--- src/rtl/mux_scan_pkg.sv ---
// rtl/mux_scan_pkg.sv - shared types and encodings for the scanning N:1 multiplexer
// Purpose: FSM state enum and mode-pin encodings used by mux_nx1_scan.
// Ports: none (package).
package mux_scan_pkg;

  typedef enum logic [0:0] {
    MANUAL = 1'b0,
    SCAN   = 1'b1
  } state_t;

  localparam logic MODE_MANUAL = 1'b0;
  localparam logic MODE_SCAN   = 1'b1;

endpackage

--- src/rtl/scan_seq.sv ---
// rtl/scan_seq.sv - scan pointer and dwell counter for time-division readout
// Purpose: steps a channel pointer 0..N-1, holding each channel for DWELL accepted beats.
// Ports:
//   clk, rst_n  clock, asynchronous active-low reset
//   clear       return pointer and dwell count to zero (takes priority over advance)
//   advance     one scan-sourced beat was accepted this cycle
//   ptr         channel to load on this cycle's edge (look-ahead of the pointer register)
//   wrap        registered 1-cycle pulse after the pointer wrapped from N-1 to 0
module scan_seq #(
  parameter  int N     = 4,
  parameter  int DWELL = 4,
  localparam int SELW  = $clog2(N),
  localparam int CW    = $clog2(DWELL + 1)
) (
  input  logic            clk,
  input  logic            rst_n,
  input  logic            clear,
  input  logic            advance,
  output logic [SELW-1:0] ptr,
  output logic            wrap
);

  localparam logic [SELW-1:0] LAST_PTR = SELW'(N - 1);
  localparam logic [CW-1:0]   LAST_CNT = CW'(DWELL - 1);

  logic [SELW-1:0] ptr_q, ptr_d;
  logic [CW-1:0]   cnt_q, cnt_d;
  logic            wrap_q, wrap_d;

  always_comb begin
    ptr_d  = ptr_q;
    cnt_d  = cnt_q;
    wrap_d = 1'b0;
    if (clear) begin
      ptr_d = '0;
      cnt_d = '0;
    end else if (advance) begin
      if (cnt_q == LAST_CNT) begin
        cnt_d = '0;
        if (ptr_q == LAST_PTR) begin
          ptr_d  = '0;
          wrap_d = 1'b1;
        end else begin
          ptr_d = ptr_q + SELW'(1);
        end
      end else begin
        cnt_d = cnt_q + CW'(1);
      end
    end
  end

  always_ff @(posedge clk or negedge rst_n) begin
    if (!rst_n) begin
      ptr_q  <= '0;
      cnt_q  <= '0;
      wrap_q <= 1'b0;
    end else begin
      ptr_q  <= ptr_d;
      cnt_q  <= cnt_d;
      wrap_q <= wrap_d;
    end
  end

  // The load that coincides with an accept must already see the advanced
  // pointer, otherwise each channel would be shown one beat too long.
  assign ptr  = ptr_d;
  assign wrap = wrap_q;

endmodule

--- src/rtl/mux_nx1_scan.sv ---
// rtl/mux_nx1_scan.sv - N-channel registered multiplexer with manual and scan modes
// Purpose: selects one of N W-bit channels into a valid/ready output register, either
//          by sel (manual) or by an internal round-robin sequencer (scan).
// Ports:
//   clk, rst_n  clock, asynchronous active-low reset
//   d           flattened channel inputs, channel i = d[i*W +: W]
//   sel         manual-mode channel select (values >= N give zero data)
//   mode        0 = manual, 1 = scan
//   en          allow new output loads
//   y, y_valid  registered output beat and its valid flag
//   y_ready     consumer accept
//   cur_ch      channel index of the beat in y
//   scan_wrap   1-cycle pulse after the last beat of channel N-1 was accepted in scan mode
module mux_nx1_scan
  import mux_scan_pkg::*;
#(
  parameter  int N     = 4,
  parameter  int W     = 8,
  parameter  int DWELL = 4,
  localparam int SELW  = $clog2(N)
) (
  input  logic            clk,
  input  logic            rst_n,
  input  logic [N*W-1:0]  d,
  input  logic [SELW-1:0] sel,
  input  logic            mode,
  input  logic            en,
  output logic [W-1:0]    y,
  output logic            y_valid,
  input  logic            y_ready,
  output logic [SELW-1:0] cur_ch,
  output logic            scan_wrap
);

  state_t state_q, state_d;

  logic            accept;
  logic            load;
  logic            use_scan;
  logic            entering;
  logic            src_scan_q;
  logic [SELW-1:0] ptr;
  logic [SELW-1:0] sel_ch;
  logic [W-1:0]    ch_data;

  assign accept   = y_valid && y_ready;
  assign load     = en && (!y_valid || y_ready);
  // The mode pin picks the source of the next load directly; a stalled beat
  // keeps whatever source it was loaded from.
  assign use_scan = (mode == MODE_SCAN);
  assign entering = (state_q == MANUAL) && use_scan;

  always_comb begin
    state_d = state_q;
    case (state_q)
      MANUAL:  if (mode == MODE_SCAN)   state_d = SCAN;
      SCAN:    if (mode == MODE_MANUAL) state_d = MANUAL;
      default: state_d = MANUAL;
    endcase
  end

  always_ff @(posedge clk or negedge rst_n) begin
    if (!rst_n) state_q <= MANUAL;
    else        state_q <= state_d;
  end

  // Dwell only counts beats that were actually sourced by the sequencer.
  scan_seq #(
    .N     (N),
    .DWELL (DWELL)
  ) u_seq (
    .clk     (clk),
    .rst_n   (rst_n),
    .clear   (entering),
    .advance (accept && src_scan_q),
    .ptr     (ptr),
    .wrap    (scan_wrap)
  );

  assign sel_ch = use_scan ? ptr : sel;

  // Out-of-range selects match no channel and yield zero.
  always_comb begin
    ch_data = '0;
    for (int i = 0; i < N; i++) begin
      if (sel_ch == SELW'(i)) ch_data = d[i*W +: W];
    end
  end

  always_ff @(posedge clk or negedge rst_n) begin
    if (!rst_n) begin
      y          <= '0;
      y_valid    <= 1'b0;
      cur_ch     <= '0;
      src_scan_q <= 1'b0;
    end else if (load) begin
      y          <= ch_data;
      y_valid    <= 1'b1;
      cur_ch     <= sel_ch;
      src_scan_q <= use_scan;
    end else if (accept) begin
      y_valid    <= 1'b0;
    end
  end

endmodule

--- config.mk ---
export PLATFORM = sky130hd
export DESIGN_NAME = mux_nx1_scan
export DESIGN_NICKNAME = d
export VERILOG_FILES = /design/src/rtl/mux_scan_pkg.sv /design/src/rtl/scan_seq.sv /design/src/rtl/mux_nx1_scan.sv
export SDC_FILE = /design/constraint.sdc
export NUM_CORES = 1
export LEC_CHECK = 0
export BUFFER_PORTS_ARGS = -buffer_cell sky130_fd_sc_hd__buf_2
export CORE_MARGIN = 2
export CORE_UTILIZATION = 41
export DETAILED_ROUTE_END_ITERATION = 8
export HOLD_SLACK_MARGIN = 0.06
export PLACE_DENSITY = 0.8
export RECOVER_POWER = 50
export SETUP_SLACK_MARGIN = 0.15
export SLEW_MARGIN = 40
export SYNTH_ARGS = -nofsm -noshare
export SYNTH_HDL_FRONTEND = slang
export SYNTH_SLANG_ARGS = --single-unit
export TNS_END_PERCENT = 100
--- constraint.sdc ---
create_clock -name clk -period 2.1 [get_ports clk]
set_clock_uncertainty 0.15 [all_clocks]
set_input_delay 0.21 -clock clk [delete_from_list [all_inputs] [get_ports clk]]
set_output_delay 0.21 -clock clk [all_outputs]
set_load 0.01 [all_outputs]
After elaboration in Yosys (flattened, before gate mapping) --
Index checks and enable logic that the tools add are counted.
Storage, ports and cells: flip-flop bits (word level) 19, bits of input ports 39, output and inout bits 12
Operators by class: $add $sub $neg 2, equal/unequal tests 5, mux-type cells 19, bitwise operators 1, reductions and logical operators 9
Operators by type and width (count):
- $mux W8 | 4
- $mux W2 | 5
- $mux W3 | 3
- $mux W1 | 7
- $eq A2 B2 Y1 const B | 3
- $logic_and A1 B1 Y1 | 4
- $reduce_bool A2 Y1 | 2
- $add A3 B1 Y3 const B | 1
- $eq A3 B2 Y1 const B | 1
- $add A2 B1 Y2 const B | 1
- $eq A2 B1 Y1 const B | 1
- $logic_not A2 Y1 | 1
- $logic_not A1 Y1 | 1
- $logic_or A1 B1 Y1 | 1
- $not A1 Y1 | 1

Longest topological paths before layout --
Gate-level depths: netlist of run 1.
word-level depth 11, depth in mapped cells 9, mapped depth without buffers 6

Modules after synthesis --
Synthesis of run 1 repeated with hierarchy kept, for this count alone.
Second synthesis, totals: cells, all modules 88, area, all modules 1053.5 µm²
Modules (own cells, without submodules):
- mux_nx1_scan | times used 1, cells an instance 64, area an instance 773.2 µm², sequential area each 325.3 µm²
- scan_seq | times used 1, cells an instance 24, area an instance 280.3 µm², sequential area each 150.1 µm²

Least setup slack after synthesis of run 1 --
No wires, ideal clock.
kind register to register, start register u_seq.cnt_q[0], end register y[6], setup time 148 ps, arrival time 1813 ps, required time 1802 ps, path slack -12 ps, stages on the path, launching flop included 10, buffers on the path 3, clock period less this slack 2112 ps, cells stage by stage dfrtp_1 ha_1 nor2b_4 and2_4 buf_6 a311oi_2 buf_6 buf_12 mux2i_1 a221oi_2
Between the ends: cells in the longest elaborated chain, start to end 10
Ends and longest elaborated chain:
- start, declared | RTL line scan_seq.sv:27 | logic [CW-1:0] cnt_q, cnt_d;
- start signal, assigned | RTL line scan_seq.sv:59 | cnt_q <= cnt_d;
- $eq A3 B2 Y1 * | RTL line scan_seq.sv:38 | if (cnt_q == LAST_CNT) begin
- $mux W2 * | RTL line scan_seq.sv:38
- $mux W2 * | RTL line scan_seq.sv:37 | end else if (advance) begin
- $mux W2 * | RTL line scan_seq.sv:34 | if (clear) begin
- $mux W2 * | RTL line mux_nx1_scan.sv:80 | assign sel_ch = use_scan ? ptr : sel;
- $logic_not A2 Y1 | RTL line mux_nx1_scan.sv:86 | if (sel_ch == SELW'(i)) ch_data = d[i*W +: W];
- $mux W8 (3 in series) | RTL line mux_nx1_scan.sv:86
- $mux W8 * | RTL line mux_nx1_scan.sv:86
- end signal, assigned | RTL line mux_nx1_scan.sv:97 | y <= ch_data;
- end, declared | RTL line mux_nx1_scan.sv:28 | output logic [W-1:0] y,
Mark *: on every way between the ends. The rest lies on a longest branch, timed or not. A chain may end at the register's enable or synchronous reset.

Worst setup path after layout of run 1 --
start register u_seq.cnt_q[1], end register y[0]
The elaborated chain is that of the path after synthesis.

==> results of run 1 <==
metrics by stage:
| step | hold WS, ns | area (um2) | setup WS (ns) |
|---|---|---|---|
| final | 0.0969 | 1650 | -0.0144 |
| after global routing | 0.105 | 1650 | -0.0915 |
| after CTS | 0.0911 | 1550 | 0.0246 |
| after detailed placement | 0.0246 | 1370 | 0.00380 |
| after global placement | 0.0160 | 1370 | 0.0902 |
| after floorplan | -0.236 | 1090 | 0.0280 |
repair_timing:
action	in CTS	in global routing
buffers inserted	7	4
resized for setup	5	10
hold buffers	4	0
pin swaps	7	8
setup endpoints to repair	8	9
endpoints found under the hold margin	21	0
gates cloned	2	1
per-layer routing:
layer | global-route usage | share of wire
met1 | 0.224 | 0.41
met3 | 0.0281 | 0.074
met2 | 0.306 | 0.50
met4 | 0.0801 | 0.018
met5 | 0 | 0
cells in the final DEF, fill, tap and decap left out, drive strengths merged:
cell type	n
a21oi	3
and3	2
a221oi	8
buf	62
ha	2
nand2	8
dfrtp	19
a311oi	1
nor3	2
clkbuf	7
dlygate4sd3	4
nor2b	4
nand3	2
a21o	1
o21a	2
o21ai	1
nand2b	3
nor2	13
mux2i	20
and2	3
worst min-delay path by stage:
stage,end,slack (ns),cells past startpoint
final,y[3]$_DFFE_PN0P_,0.1,3
after global routing,y[3]$_DFFE_PN0P_,0.11,3
after CTS,y_valid$_DFFE_PN0P_,0.09,3
after detailed placement,u_seq.wrap$_DFF_PN0_,0.02,1
after global placement,u_seq.cnt_q[2]$_DFFE_PN0P_,0.02,1
after floorplan,cur_ch[0]$_DFFE_PN0P_,-0.24,0
cells in the mapped netlist:
| cell type | n |
|---|---|
| sky130_fd_sc_hd__nor2b_4 | 1 |
| sky130_fd_sc_hd__mux2i_1 | 20 |
| sky130_fd_sc_hd__buf_6 | 2 |
| sky130_fd_sc_hd__clkbuf_1 | 2 |
| sky130_fd_sc_hd__a221oi_1 | 5 |
| sky130_fd_sc_hd__and2_2 | 1 |
| sky130_fd_sc_hd__nand2b_1 | 3 |
| sky130_fd_sc_hd__and3_2 | 1 |
| sky130_fd_sc_hd__a311oi_2 | 1 |
| sky130_fd_sc_hd__ha_1 | 2 |
| sky130_fd_sc_hd__dfrtp_1 | 19 |
| sky130_fd_sc_hd__nor2b_1 | 3 |
| sky130_fd_sc_hd__nor2_1 | 13 |
| sky130_fd_sc_hd__and2_4 | 1 |
| sky130_fd_sc_hd__nor3_1 | 1 |
| sky130_fd_sc_hd__nand2_1 | 8 |
| sky130_fd_sc_hd__nand3_1 | 2 |
| sky130_fd_sc_hd__a21oi_1 | 3 |
| sky130_fd_sc_hd__o21ai_0 | 1 |
| sky130_fd_sc_hd__nor3_2 | 1 |
| sky130_fd_sc_hd__buf_12 | 1 |
| sky130_fd_sc_hd__a221oi_2 | 3 |
| sky130_fd_sc_hd__and2_1 | 1 |
| sky130_fd_sc_hd__and3_4 | 1 |
| sky130_fd_sc_hd__o21a_1 | 1 |
| sky130_fd_sc_hd__a21o_1 | 1 |
power groups by stage:
stage	clock network [mW]	logic [mW]	registers, mW
2_1_floorplan	0	0.105	0.450
6_report	0.182	0.277	0.432
5_1_grt	0.200	0.302	0.437
4_1_cts	0.184	0.251	0.431
3_3_place_gp	0	0.207	0.437
3_5_place_dp	0	0.214	0.437
state kept, by name (all words and copies together) (netlist names):
name	flops
y_valid	1
u_seq.wrap	1
u_seq.cnt_q	3
cur_ch	2
u_seq.ptr_q	2
y	8
state_q	1
src_scan_q	1
area by class of cell:
cell class,instances,share of cell area
multi-input cells,75,0.388
flip-flops and latches,19,0.289
repair buffers,69,0.284
well taps,30,0.0228
clock buffers,4,0.0160
worst min-delay path: cells and delay by family:
kind,cells,cell delay [ns]
AOI/OAI and AO/OA,1,0.09
buffers and inverters,1,0.09
muxes,1,0.11
kinds of logic after synthesis:
logic type | Yosys count
adders and majority gates | 2
DFF | 19
muxes | 20
and+or+nand+nor | 37
AOI/OAI and AO/OA | 15
buffers and inverters | 5
==> flow_metrics.env, run 1 <==
export IMPL_period_needed_ns=2.11
export IMPL_boundaryPins=51
export IMPL_power_leakage_nw=0.831
export IMPL_crit_reg2reg_launch="u_seq.cnt_q[1]$_DFFE_PN0P_"
export IMPL_fp_dieH_um=55.5
export IMPL_reg2reg_setup_slack_ns=-0.01
export IMPL_crit_path_end_kind="register"
export IMPL_timing_critical_path_cells="ha_2 -> nor2b_4 -> and2_4 -> a311oi_4 -> buf_4 -> buf_16 -> mux2i_1 -> a221oi_2"
export IMPL_worst_pin_slew_ns=0.993
export IMPL_synthesis_nets=139
export IMPL_post_synth_top_area_cell="sky130_fd_sc_hd__dfrtp_1"
export IMPL_worst_ir_drop_vdd_v=0.000409
export IMPL_max_slew_margin=0.338
export IMPL_drc=0
export IMPL_cts_sink_count=19
export IMPL_initial_cell_density_of_the_core=0.434
export IMPL_timing_setup_critical_path_class="register to register"
export IMPL_post_synth_and_or_nand_nor_area_fraction=0.181
export IMPL_drtPass1Iterations=4
export IMPL_core_region_area_um2=2500
export IMPL_finalSetupTns_ns=-0.0144
export IMPL_yosysWarningCount=0
export IMPL_setup_worst_path_end="y[0]$_DFFE_PN0P_"
export IMPL_fp_dieArea_um2=3080
export IMPL_synth_area_leaders="sky130_fd_sc_hd__dfrtp_1, sky130_fd_sc_hd__mux2i_1, sky130_fd_sc_hd__nor2_1"
export IMPL_post_synth_inst_count=98
export IMPL_grt_antenna_before_repair=0
export IMPL_place_detailed_instances=175
export IMPL_share_of_post_route_cells_with_drive_strength_above_1=0.509
export IMPL_cp_data_arrival_time_ns=2.14
export IMPL_clk_latency_worst_skew_pair_ns=0.29
export IMPL_postRouteAntennaNets=0
export IMPL_min_from="d[27]"
export IMPL_max_cap_violations=0
export IMPL_dp_hpwl_mm=1.84
export IMPL_run_status="complete, but fails checks"
export IMPL_dominant_combinational_cell_family_by_area_after_synthesis="multiplexers"
export IMPL_drt_initial_drc_count=28
export IMPL_timing_critical_path_from="u_seq.cnt_q[1]$_DFFE_PN0P_"
export IMPL_power_density_cell_area_nw_per_um2=541
export IMPL_clock_root_buffer="sky130_fd_sc_hd__clkbuf_4"
export IMPL_synthesis_area_per_instance_um2=11.1
export IMPL_share_clk_of_total_power=0.204
export IMPL_violations="setup timing"
export IMPL_route_detailed_wl_per_inst_um=14.7
export IMPL_fin_util=0.659
export IMPL_worstReg2RegEnd="y[0]$_DFFE_PN0P_"
export IMPL_grt_start_max_net_pins=20
export IMPL_cell_type_of_the_slowest_stage_on_the_worst_timing_path="sky130_fd_sc_hd__dfrtp_1"
export IMPL_htree_levels=1
export IMPL_max_clock_path_buffers=2
export IMPL_globalRouteOverflowTotal=0
export IMPL_post_synth_fa_ha_maj_area_fraction=0.0230
export IMPL_timing_critical_path_from_type="register"
export IMPL_max_stage_delay_ns=0.40
export IMPL_final_report_setup_violation_count=1
export IMPL_post_layout_total_power_mw=0.890
export IMPL_synth_xor_xnor_area_share=0
export IMPL_grt_first_pass_wirelength_mm=4.42
export IMPL_area_growth_synth_to_final_pct=51.6
export IMPL_timing_hold_violations_final=0
export IMPL_sw_frac_of_total=0.293
export IMPL_rsz_0062_raised_after_global_routing="yes"
export IMPL_place_port_buffers=50
export IMPL_timing_reg2reg_worst_path_depth=8
export IMPL_power_switching_mw=0.261
export IMPL_n_antenna_cell=0
export IMPL_finalCritPeriodShare=1.01
export IMPL_clk_transition_reported_paths_ns=0.10
export IMPL_finalNonFillerCells=197
export IMPL_setup_slack_ns=-0.0144
export IMPL_min_path_type="primary input to register"
export IMPL_grt_pass1_vias=1004
export IMPL_fillCellCount=199
export IMPL_worst_path_max_fanout=8
export IMPL_synth_seq_cells=19
export IMPL_seqCellArea_um2=475
export IMPL_seq_power_share=0.485
export IMPL_synth_mux_area_frac=0.184
export IMPL_tritoncts="built"
export IMPL_place_congestion=0.714
export IMPL_synth_cell_area_um2=1090
export IMPL_num_rows=18
export IMPL_worst_path_dominant_cell_family="flip-flops"
export IMPL_ys_types=26
export IMPL_netlist_area_leader_share=0.438
export IMPL_timing_max_transition_violations_final=0
export IMPL_avgViaCountPerCell=5.22
export IMPL_timing_critical_path_depth=8
export IMPL_cts_buffers_inserted=3
export IMPL_routed_wirelength_mm=2.90
export IMPL_fmaxAchievable_mhz=473
export IMPL_compound_gate_fraction_of_synth_area=0.128
export IMPL_cp_buffers_inverters=2
export IMPL_power_combinational_fraction=0.311
export IMPL_fin_nets=209
export IMPL_vias=1029
export IMPL_p_int_mw=0.630
export IMPL_cp_data_required_time_ns=2.13
export IMPL_global_route_usage_total=0.180
export IMPL_multi_input_comb_area_um2=639
export IMPL_synth_sequential_area_ratio=0.438
export IMPL_die_x_um=55.5
(Power assumes the default switching activity.)
==> run 2: changes to the inputs <==
Settings changed: CORE_MARGIN 2 to 4.
==> run 2 against run 1 <==
  * The run now ends clean
  * Non-clock buffer count shrank 4
  * Cell area down 1.2%
  * Maximum frequency up 2.1%
==> flow_metrics.env, run 2 (synthesis results as in run 1) <==
export IMPL_core_region_area_um2=2500
export IMPL_fp_dieArea_um2=3540
export IMPL_reg2reg_setup_slack_ns=0.03
export IMPL_dp_hpwl_mm=2.00
export IMPL_power_switching_mw=0.281
export IMPL_register_name_with_the_most_flops="y"
export IMPL_max_clock_path_buffers=2
export IMPL_route_detailed_wl_per_inst_um=16.1
export IMPL_fin_util=0.651
export IMPL_use_met3=0.0392
export IMPL_cts_buffers_inserted=3
export IMPL_seq_power_share=0.479
export IMPL_grt_antenna_before_repair=0
export IMPL_drtPass1Iterations=4
export IMPL_timing_max_transition_violations_final=0
export IMPL_timing_hold_violations_final=0
export IMPL_place_congestion=0.768
export IMPL_clk_latency_worst_skew_pair_ns=0.30
export IMPL_worst_pin_slew_ns=1.02
export IMPL_clock_root_buffer="sky130_fd_sc_hd__clkbuf_4"
export IMPL_largest_register_ff_count=8
export IMPL_share_of_post_route_cells_with_drive_strength_above_1=0.540
export IMPL_run_status="complete, no violations"
export IMPL_reg_top3="y (8), u_seq.cnt_q (3)"
export IMPL_worst_path_max_fanout=8
export IMPL_grt_use_met2=0.328
export IMPL_global_route_usage_total=0.189
export IMPL_fin_nets=205
export IMPL_n_antenna_cell=0
export IMPL_avgViaCountPerCell=5.34
export IMPL_final_report_setup_violation_count=0
export IMPL_place_detailed_instances=175
export IMPL_vias=1031
export IMPL_timing_critical_path_from_type="register"
export IMPL_worst_ir_drop_vdd_v=0.000442
export IMPL_sw_frac_of_total=0.310
export IMPL_boundaryPins=51
export IMPL_max_slew_margin=0.318
export IMPL_worst_hold_slack_ns=0.105
export IMPL_max_cap_violations=0
export IMPL_finalSetupTns_ns=0
export IMPL_grt_use_met1=0.229
export IMPL_drt_initial_drc_count=11
export IMPL_area_growth_synth_to_final_pct=49.8
export IMPL_crit_path_end_kind="register"
export IMPL_finalCritPeriodShare=0.986
export IMPL_grt_first_pass_wirelength_mm=4.89
export IMPL_power_combinational_fraction=0.305
export IMPL_tritoncts="built"
export IMPL_grt_start_max_net_pins=20
export IMPL_layout_commonest_cell="sky130_fd_sc_hd__buf_2"
export IMPL_globalRouteOverflowTotal=0
export IMPL_num_rows=18
export IMPL_timing_setup_critical_path_class="register to register"
export IMPL_place_port_buffers=50
export IMPL_htree_levels=1
export IMPL_fp_dieH_um=59.5
export IMPL_cp_data_required_time_ns=2.16
export IMPL_finalNonFillerCells=193
export IMPL_period_needed_ns=2.07
export IMPL_drc=0
export IMPL_cp_data_arrival_time_ns=2.14
export IMPL_grt_pass1_vias=1034
export IMPL_fmaxAchievable_mhz=483
export IMPL_clk_transition_reported_paths_ns=0.12
export IMPL_cts_sink_count=19
export IMPL_postRouteAntennaNets=0
export IMPL_power_density_cell_area_nw_per_um2=557
export IMPL_power_leakage_nw=0.801
export IMPL_rsz_0062_raised_after_global_routing="yes"
export IMPL_fillCellCount=182
export IMPL_global_route_layer_with_the_greatest_usage="met2"
export IMPL_p_int_mw=0.624
export IMPL_min_path_type="primary input to register"
export IMPL_die_x_um=59.5
export IMPL_mostFrequentLayoutCells="sky130_fd_sc_hd__buf_2, sky130_fd_sc_hd__dfrtp_1, sky130_fd_sc_hd__nor2_1"
export IMPL_initial_cell_density_of_the_core=0.434
export IMPL_share_clk_of_total_power=0.216
export IMPL_routed_wirelength_mm=3.11
==> run 2: worst max-delay path: stages, from the launching register on <==
cell and delay [ns]:
sky130_fd_sc_hd__dfrtp_1 0.41, sky130_fd_sc_hd__ha_2 0.19, sky130_fd_sc_hd__nor2b_4 0.13, sky130_fd_sc_hd__and2_4 0.15, sky130_fd_sc_hd__a311oi_4 0.29, sky130_fd_sc_hd__buf_4 0.19
sky130_fd_sc_hd__buf_16 0.13, sky130_fd_sc_hd__mux2i_1 0.08, sky130_fd_sc_hd__a221oi_1 0.26
==> run 2: path summary, 6_finish.rpt <==
| kind | from | endpoint | depth (start not counted) |
|---|---|---|---|
| hold reg to reg | cur_ch[1]$_DFFE_PN0P_ | cur_ch[1]$_DFFE_PN0P_ | 1 |
| min in group asynchronous | rst_n | state_q$_DFF_PN0_ | 2 |
| hold / removal | y_ready | y_valid$_DFFE_PN0P_ | 3 |
| max in group asynchronous | rst_n | src_scan_q$_DFFE_PN0P_ | 2 |
| setup / recovery | u_seq.cnt_q[1]$_DFFE_PN0P_ | y[2]$_DFFE_PN0P_ | 8 |
| setup reg to reg | u_seq.cnt_q[1]$_DFFE_PN0P_ | y[2]$_DFFE_PN0P_ | 8 |
==> run 2: routing by layer <==
| metal | vias to the layer above | part of all wire |
|---|---|---|
| li1 | 487 | - |
| met4 | 0 | 0.018 |
| met1 | 481 | 0.39 |
| met5 | - | 0 |
| met2 | 56 | 0.50 |
| met3 | 7 | 0.089 |
==> run 2: cell type report <==
cell class                      instances  area, um2  share of cell area
Sequential cell                        19        475               0.292
Timing Repair Buffer                   65        423               0.260
Clock buffer                            4       26.3              0.0162
Multi-Input combinational cell         75        664               0.408
Tap cell                               30       37.5              0.0231
==> run 2: per-stage QoR <==
stage / power [mW] / instance area [um2] / setup slack [ns]
2_1_floorplan: 0.555 / 1090 / 0.0280
4_1_cts: 0.867 / 1550 / 0.0149
5_1_grt: 0.954 / 1630 / -0.0969
6_report: 0.905 / 1630 / 0.0289
3_3_place_gp: 0.646 / 1370 / 0.0728
3_5_place_dp: 0.654 / 1370 / -0.00678
==> run 2: repair_timing <==
item,in CTS,in global routing
cloned,3,0
resized for setup,9,12
endpoints found under the setup margin,9,9
pin swaps,6,4
hold endpoints to repair,22,0
hold buffers,3,0
buffers inserted,5,3
==> run 2: power by group through the flow <==
stage               Sequential (mW)  Combinational [mW]  Clock [mW]
floorplan                     0.450               0.105           0
global placement              0.438               0.208           0
detailed placement            0.437               0.217           0
CTS                           0.433               0.247       0.188
global route                  0.439               0.301       0.214
finish                        0.434               0.276       0.196
